<file path="src/rtl/fetch_pkg.sv">
// Shared definitions for the instruction-fetch sequencer: FSM state encoding
// and the default address/data widths, reset address and halt opcode.
package fetch_pkg;

  localparam int unsigned  AW_DEF         = 16;
  localparam int unsigned  DW_DEF         = 16;
  localparam logic [15:0]  RESET_ADDR_DEF = 16'h0000;
  localparam logic [15:0]  HALT_WORD_DEF  = 16'hFFFF;

  // S_HALT is only reachable when the halt feature is built in.
  typedef enum logic [1:0] {
    S_ISSUE = 2'd0,
    S_WAIT  = 2'd1,
    S_HOLD  = 2'd2,
    S_HALT  = 2'd3
  } state_e;

endpackage

</file>
<file path="src/rtl/fetch_pc.sv">
// Program-counter register for the fetch sequencer.
// Update priority: reset > load > increment. Arithmetic wraps modulo 2^AW.
module fetch_pc import fetch_pkg::*; #(
  parameter int unsigned      AW         = AW_DEF,
  parameter logic [AW-1:0]    RESET_ADDR = AW'(RESET_ADDR_DEF)
) (
  input  logic          clk,
  input  logic          reset,
  input  logic          load,
  input  logic          inc,
  input  logic [AW-1:0] d,
  output logic [AW-1:0] q
);

  logic [AW-1:0] pc_q;

  // PC register: synchronous reset, then jump load, then sequential increment.
  // NOTE: clocked state is always written with non-blocking assignments so every
  // register samples the pre-edge value of every other register.
  always_ff @(posedge clk) begin
    if (reset) begin
      pc_q <= RESET_ADDR;
    end else if (load) begin
      pc_q <= d;
    end else if (inc) begin
      pc_q <= pc_q + AW'(1);
    end
  end

  assign q = pc_q;

endmodule

</file>
<file path="src/rtl/fetch_sequencer.sv">
// Instruction-fetch controller. Issues single reads to a 1-cycle-latency
// synchronous memory, presents each word to decode over valid/ready, and
// accepts jump redirects in any state.
// Optional feature: define FETCH_HALT_EN to stop fetching after HALT_WORD has
// been delivered (halted=1 until redirect or reset). Without it, HALT_WORD is an
// ordinary instruction and halted is constant 0.
module fetch_sequencer import fetch_pkg::*; #(
  parameter int unsigned   AW         = AW_DEF,
  parameter int unsigned   DW         = DW_DEF,
  parameter logic [AW-1:0] RESET_ADDR = AW'(RESET_ADDR_DEF),
  parameter logic [DW-1:0] HALT_WORD  = DW'(HALT_WORD_DEF)
) (
  input  logic          clk,
  input  logic          reset,
  input  logic          run,
  output logic [AW-1:0] mem_addr,
  output logic          mem_rd_en,
  input  logic [DW-1:0] mem_rd_data,
  input  logic          redir_valid,
  input  logic [AW-1:0] redir_addr,
  output logic          instr_valid,
  input  logic          instr_ready,
  output logic [DW-1:0] instr_data,
  output logic [AW-1:0] instr_pc,
  output logic          halted
);

`ifdef FETCH_HALT_EN
  localparam logic HALT_EN = 1'b1;
`else
  localparam logic HALT_EN = 1'b0;
`endif

  state_e        state_q, state_d;
  logic          valid_q, valid_d;
  logic [DW-1:0] data_q, data_d;
  logic [AW-1:0] ipc_q, ipc_d;
  logic          halted_q, halted_d;
  logic          halt_pend_q, halt_pend_d;  // held word is the halt opcode

  logic [AW-1:0] pc;
  logic          pc_load;
  logic          pc_inc;
  logic          halt_hit;

  fetch_pc #(
    .AW         (AW),
    .RESET_ADDR (RESET_ADDR)
  ) u_pc (
    .clk   (clk),
    .reset (reset),
    .load  (pc_load),
    .inc   (pc_inc),
    .d     (redir_addr),
    .q     (pc)
  );

  // The memory interface is combinational from state, PC and run.
  assign mem_addr  = pc;
  assign mem_rd_en = (state_q == S_ISSUE) && run;

  assign halt_hit  = HALT_EN && (mem_rd_data == HALT_WORD);

  // Next-state and output-register logic; a redirect overrides every state.
  // NOTE: every signal assigned here gets a default first so no path leaves a
  // value unassigned, which would otherwise infer a latch.
  always_comb begin
    state_d     = state_q;
    valid_d     = valid_q;
    data_d      = data_q;
    ipc_d       = ipc_q;
    halted_d    = halted_q;
    halt_pend_d = halt_pend_q;
    pc_load     = 1'b0;
    pc_inc      = 1'b0;

    if (redir_valid) begin
      // Any in-flight or held word is abandoned; an accept in the same HOLD
      // cycle has already completed on the consumer side, so the result is
      // identical either way.
      pc_load     = 1'b1;
      valid_d     = 1'b0;
      halted_d    = 1'b0;
      halt_pend_d = 1'b0;
      state_d     = S_ISSUE;
    end else begin
      unique case (state_q)
        S_ISSUE: begin
          if (run) state_d = S_WAIT;
        end
        S_WAIT: begin
          valid_d     = 1'b1;
          data_d      = mem_rd_data;
          ipc_d       = pc;
          pc_inc      = 1'b1;
          halt_pend_d = halt_hit;
          state_d     = S_HOLD;
        end
        S_HOLD: begin
          if (instr_ready) begin
            valid_d     = 1'b0;
            halt_pend_d = 1'b0;
            if (halt_pend_q) begin
              halted_d = 1'b1;
              state_d  = S_HALT;
            end else begin
              state_d  = S_ISSUE;
            end
          end
        end
        S_HALT: begin
          // Parked until redirect or reset.
        end
        default: state_d = S_ISSUE;
      endcase
    end
  end

  // State and registered outputs; reset discards any outstanding read.
  always_ff @(posedge clk) begin
    if (reset) begin
      state_q     <= S_ISSUE;
      valid_q     <= 1'b0;
      data_q      <= '0;
      ipc_q       <= '0;
      halted_q    <= 1'b0;
      halt_pend_q <= 1'b0;
    end else begin
      state_q     <= state_d;
      valid_q     <= valid_d;
      data_q      <= data_d;
      ipc_q       <= ipc_d;
      halted_q    <= halted_d;
      halt_pend_q <= halt_pend_d;
    end
  end

  assign instr_valid = valid_q;
  assign instr_data  = data_q;
  assign instr_pc    = ipc_q;
  assign halted      = halted_q;

endmodule
</file>
<file path="config.mk">
export PLATFORM = sky130hd
export DESIGN_NAME = fetch_sequencer
export DESIGN_NICKNAME = d
export VERILOG_FILES = /design/src/rtl/fetch_pkg.sv /design/src/rtl/fetch_pc.sv /design/src/rtl/fetch_sequencer.sv
export SDC_FILE = /design/constraint.sdc
export NUM_CORES = 1
export LEC_CHECK = 0
export BUFFER_PORTS_ARGS = -buffer_cell sky130_fd_sc_hd__buf_4
export CAP_MARGIN = 25
export CORE_AREA = 2 2 69 71
export DETAILED_ROUTE_END_ITERATION = 12
export DIE_AREA = 0 0 71 73
export PLACE_DENSITY_LB_ADDON = 0.05
export SLEW_MARGIN = 20
export SYNTH_ARGS = -nofsm -noshare
export SYNTH_HDL_FRONTEND = slang
export SYNTH_SLANG_ARGS = --single-unit
export TNS_END_PERCENT = 5
</file>
<file path="constraint.sdc">
create_clock -name clk -period 3.3 [get_ports clk]
set_clock_uncertainty 0.05 [all_clocks]
set_input_delay 0 -clock clk [delete_from_list [all_inputs] [get_ports clk]]
set_output_delay 0 -clock clk [all_outputs]
set_load 0.005 [all_outputs]
</file>
==> results.py <==
metrics = {
    "synthesis": {
        "synthCells": 276,
        "synth.most_common_cell": "nand2_1",
        "synth.top_cell.area_share_pct": 47.0,
        "netlist.top_cell.by_area": "dfxtp_1",
        "ys_warn_count": 0,
        "synth_nets": 317,
        "synth_common_cells": "79 x nand2_1, 51 x dfxtp_1, 38 x a21oi_1",
        "async_reset_ff_share_pct": 0,
        "synth_edf_count": 0,
        "yosysUniqueCellTypes": 34,
        "seq_area_frac_synth_pct": 47.0,
        "synth_area_per_cell_um2": 7.88,
        "synth_area_leaders": "dfxtp_1 47%, nand2_1 14%, a21oi_1 8.7%, xnor2_1 3.2%, clkbuf_1 2.9%",
        "ys.flop_type": "dfxtp_1",
        "synth-seq-cells": 51,
        "synthesis.area_um2": 2170,
    },
    "setup_path": {
        "worst-setup-path-type": "flop to flop",
        "path_cells": "inv_1 -> ha_1 -> nand4_1 -> or4_4 -> or3_1 -> a311oi_1",
        "max_stage_delay_ps": 500,
        "worstSetupEndpointType": "flop",
        "start_kind": "flop",
        "cp_slowest_cell": "or4_4",
        "crit_buf_inv": 1,
        "worstPathArrival_ps": 2530,
        "cp_top_family": "simple AND/OR/NAND/NOR gates",
        "crit_required_ps": 3460,
        "cp_max_fo": 12,
    },
    "routing": {
        "wire_per_inst_um": 12.4,
        "vias": 2233,
        "vias_per_cell": 5.03,
        "first_pass_iters": 4,
        "finalWirelength_mm": 5.50,
        "drc_errors": 0,
        "drt_iter0_drc": 95,
        "antenna_left": 0,
    },
    "global_routing": {
        "grt_max_degree": 53,
        "grt_pass1_wl_mm": 9.09,
        "grt_pass1_vias": 2026,
        "grt_overflow": 0,
        "gr-usage-all-layers_pct": 21.8,
        "antenna_found_initial": 0,
    },
    "sta": {
        "min_period_over_period_pct": 71.9,
        "slew_headroom_pct": 56.2,
        "hold_viol_final": 0,
        "worst_slew_pin_slew_ps": 656,
        "rsz0062_at_grt": "false",
        "fin_crit_ps": 2370,
        "setup_violations": 0,
        "max_freq_mhz": 421,
        "drv_slew": 0,
        "setup_tns_ps": 0,
    },
    "final_layout": {
        "post-route-util_pct": 72.6,
        "fin_nets": 430,
        "fill_cells": 401,
        "antennaDiodeCount": 0,
        "area_growth_pct": 51.5,
        "drive_gt1_share_pct": 25.6,
    },
    "floorplan": {
        "core_um2": 4540,
        "dieArea_um2": 5180,
        "initial_utilization_pct": 47.9,
        "num_rows": 25,
        "die_w_um": 71,
        "fp.dieH_um": 73,
        "num_io_pins": 88,
    },
    "clock_tree": {
        "clockRootBuffer": "clkbuf_8",
        "clock_sinks": 51,
        "cts.path.max_buffers": 2,
        "cts.reportedPaths.clkPinSlew_ps": 90,
        "htreeDepth": 2,
        "clk_latency_ps": 300,
        "cts_inserted_buffers": 5,
        "cts_tree": "built",
    },
    "place": {
        "hpwl_mm": 3.48,
        "place_congestion": 0.766,
        "port_buffers": 86,
    },
    "pwr": {
        "peakVddDrop_mv": 0.302,
        "power-per-cell-area_nw_per_um2": 372,
        "leakage_nw": 1.34,
    },
    "worst_hold_path": {
        "hold_path.class": "input pin to flop",
    },
    "job": {
        "maxCapViolations": 0,
    },
    "run_status": {
        "status": "finished clean",
    },
}
## flip-flops by register name, indices dropped and copies added (netlist names)
| name | flops |
|---|---|
| instr_data | 16 |
| instr_pc | 16 |
| instr_valid | 1 |
| state_q | 2 |
| u_pc.q | 16 |
## layer usage
metal,GRT usage [%],wire length (µm),up-vias
li1,-,-,1153
met1,26.6,2420,1014
met2,38.8,2720,62
met3,5.39,318,4
met4,5.03,38,0
met5,0,0,-
## cells in the final DEF, fill, tap and decap left out, drive strengths merged
cell | Yosys | layout
nor4 | 3 | 3
xnor2 | 8 | 8
a21oi | 38 | 38
a221oi | 1 | 1
or4 | 1 | 1
nor3 | 9 | 9
nor2b | 2 | 2
or3 | 3 | 3
clkbuf | 17 | 7
nor2 | 13 | 13
mux2i | 3 | 3
nand2b | 1 | 1
nand3 | 5 | 5
a31oi | 1 | 1
a311oi | 3 | 3
a2111oi | 1 | 1
inv | 8 | 8
o211a | 1 | 1
dfxtp | 51 | 51
clkinv | 0 | 1
nor3b | 1 | 1
o21ai | 4 | 4
buf | 2 | 88
nand2 | 79 | 79
and3 | 1 | 1
nand4 | 6 | 6
dlygate4sd3 | 0 | 37
conb | 1 | 1
and2 | 1 | 1
xor2 | 2 | 2
a211oi | 6 | 6
ha | 4 | 4
## where the power goes
group,total [mW],internal [mW],switching (mW)
registers,0.667,0.638,0.0291
clock network,0.374,0.172,0.202
logic,0.186,0.110,0.0752
total,1.23,0.921,0.306
## stage by stage
step                      std cells  hold slack [ps]  power (mW)  setup WS, ps  cell area, µm²
after floorplan                 276             65.9       0.749          1450            2170
after global placement          399              179       0.831          1040            2830
after detailed placement        399              180       0.832           942            2830
after CTS                       444              105        1.24           922            3290
after global routing            444              133        1.28           734            3290
final                           444              106        1.23           927            3290
## kinds of logic after synthesis
| group | Yosys count | synth area share [%] |
|---|---|---|
| compound gates | 55 | 14.5 |
| xor+xnor | 10 | 4.03 |
| fa+ha+maj | 4 | 2.30 |
| buf+inv | 27 | 4.89 |
| flops | 51 | 47.0 |
| mux | 3 | 1.38 |
| other cells | 1 | 0.172 |
| simple gates | 125 | 25.8 |
## what timing repair did
action,4_1_cts,5_1_grt
endpoints found under the hold margin,35,0
endpoints found under the setup margin,0,0
setup buffers,0,0
resized for setup,0,0
hold buffers,37,0
## path summary, 6_finish.rpt
kind / cells after the start / start / endpoint / slack (ps)
worst min-delay path: 5 / run / state_q[0] / 110
worst min register to register: 2 / instr_data[6] / instr_data[6] / 410
worst max register to register: 6 / state_q[1] / u_pc.q[15] / 930
worst max-delay path: 6 / state_q[1] / u_pc.q[15] / 930
## final cells by class
type	count	area [µm²]	share of cell area (%)
multi-input cells	198	1050	31.9
clock buffers	7	86.3	2.62
repair buffers	125	1030	31.3
well taps	54	67.6	2.05
clock inverters	1	8.76	0.266
flip-flops and latches	51	1020	31.0
inverters	8	30.0	0.912
## worst reg2reg max path, delay by kind of cell (launching register included)
kind	cells	cell delay [ps]
flip-flops	1	330
AO/OA/AOI/OAI	1	250
adder cells (fa/ha/maj)	1	400
AND/OR/NAND/NOR	3	1180
buffers and inverters	1	80
(Power assumes the default switching activity.)
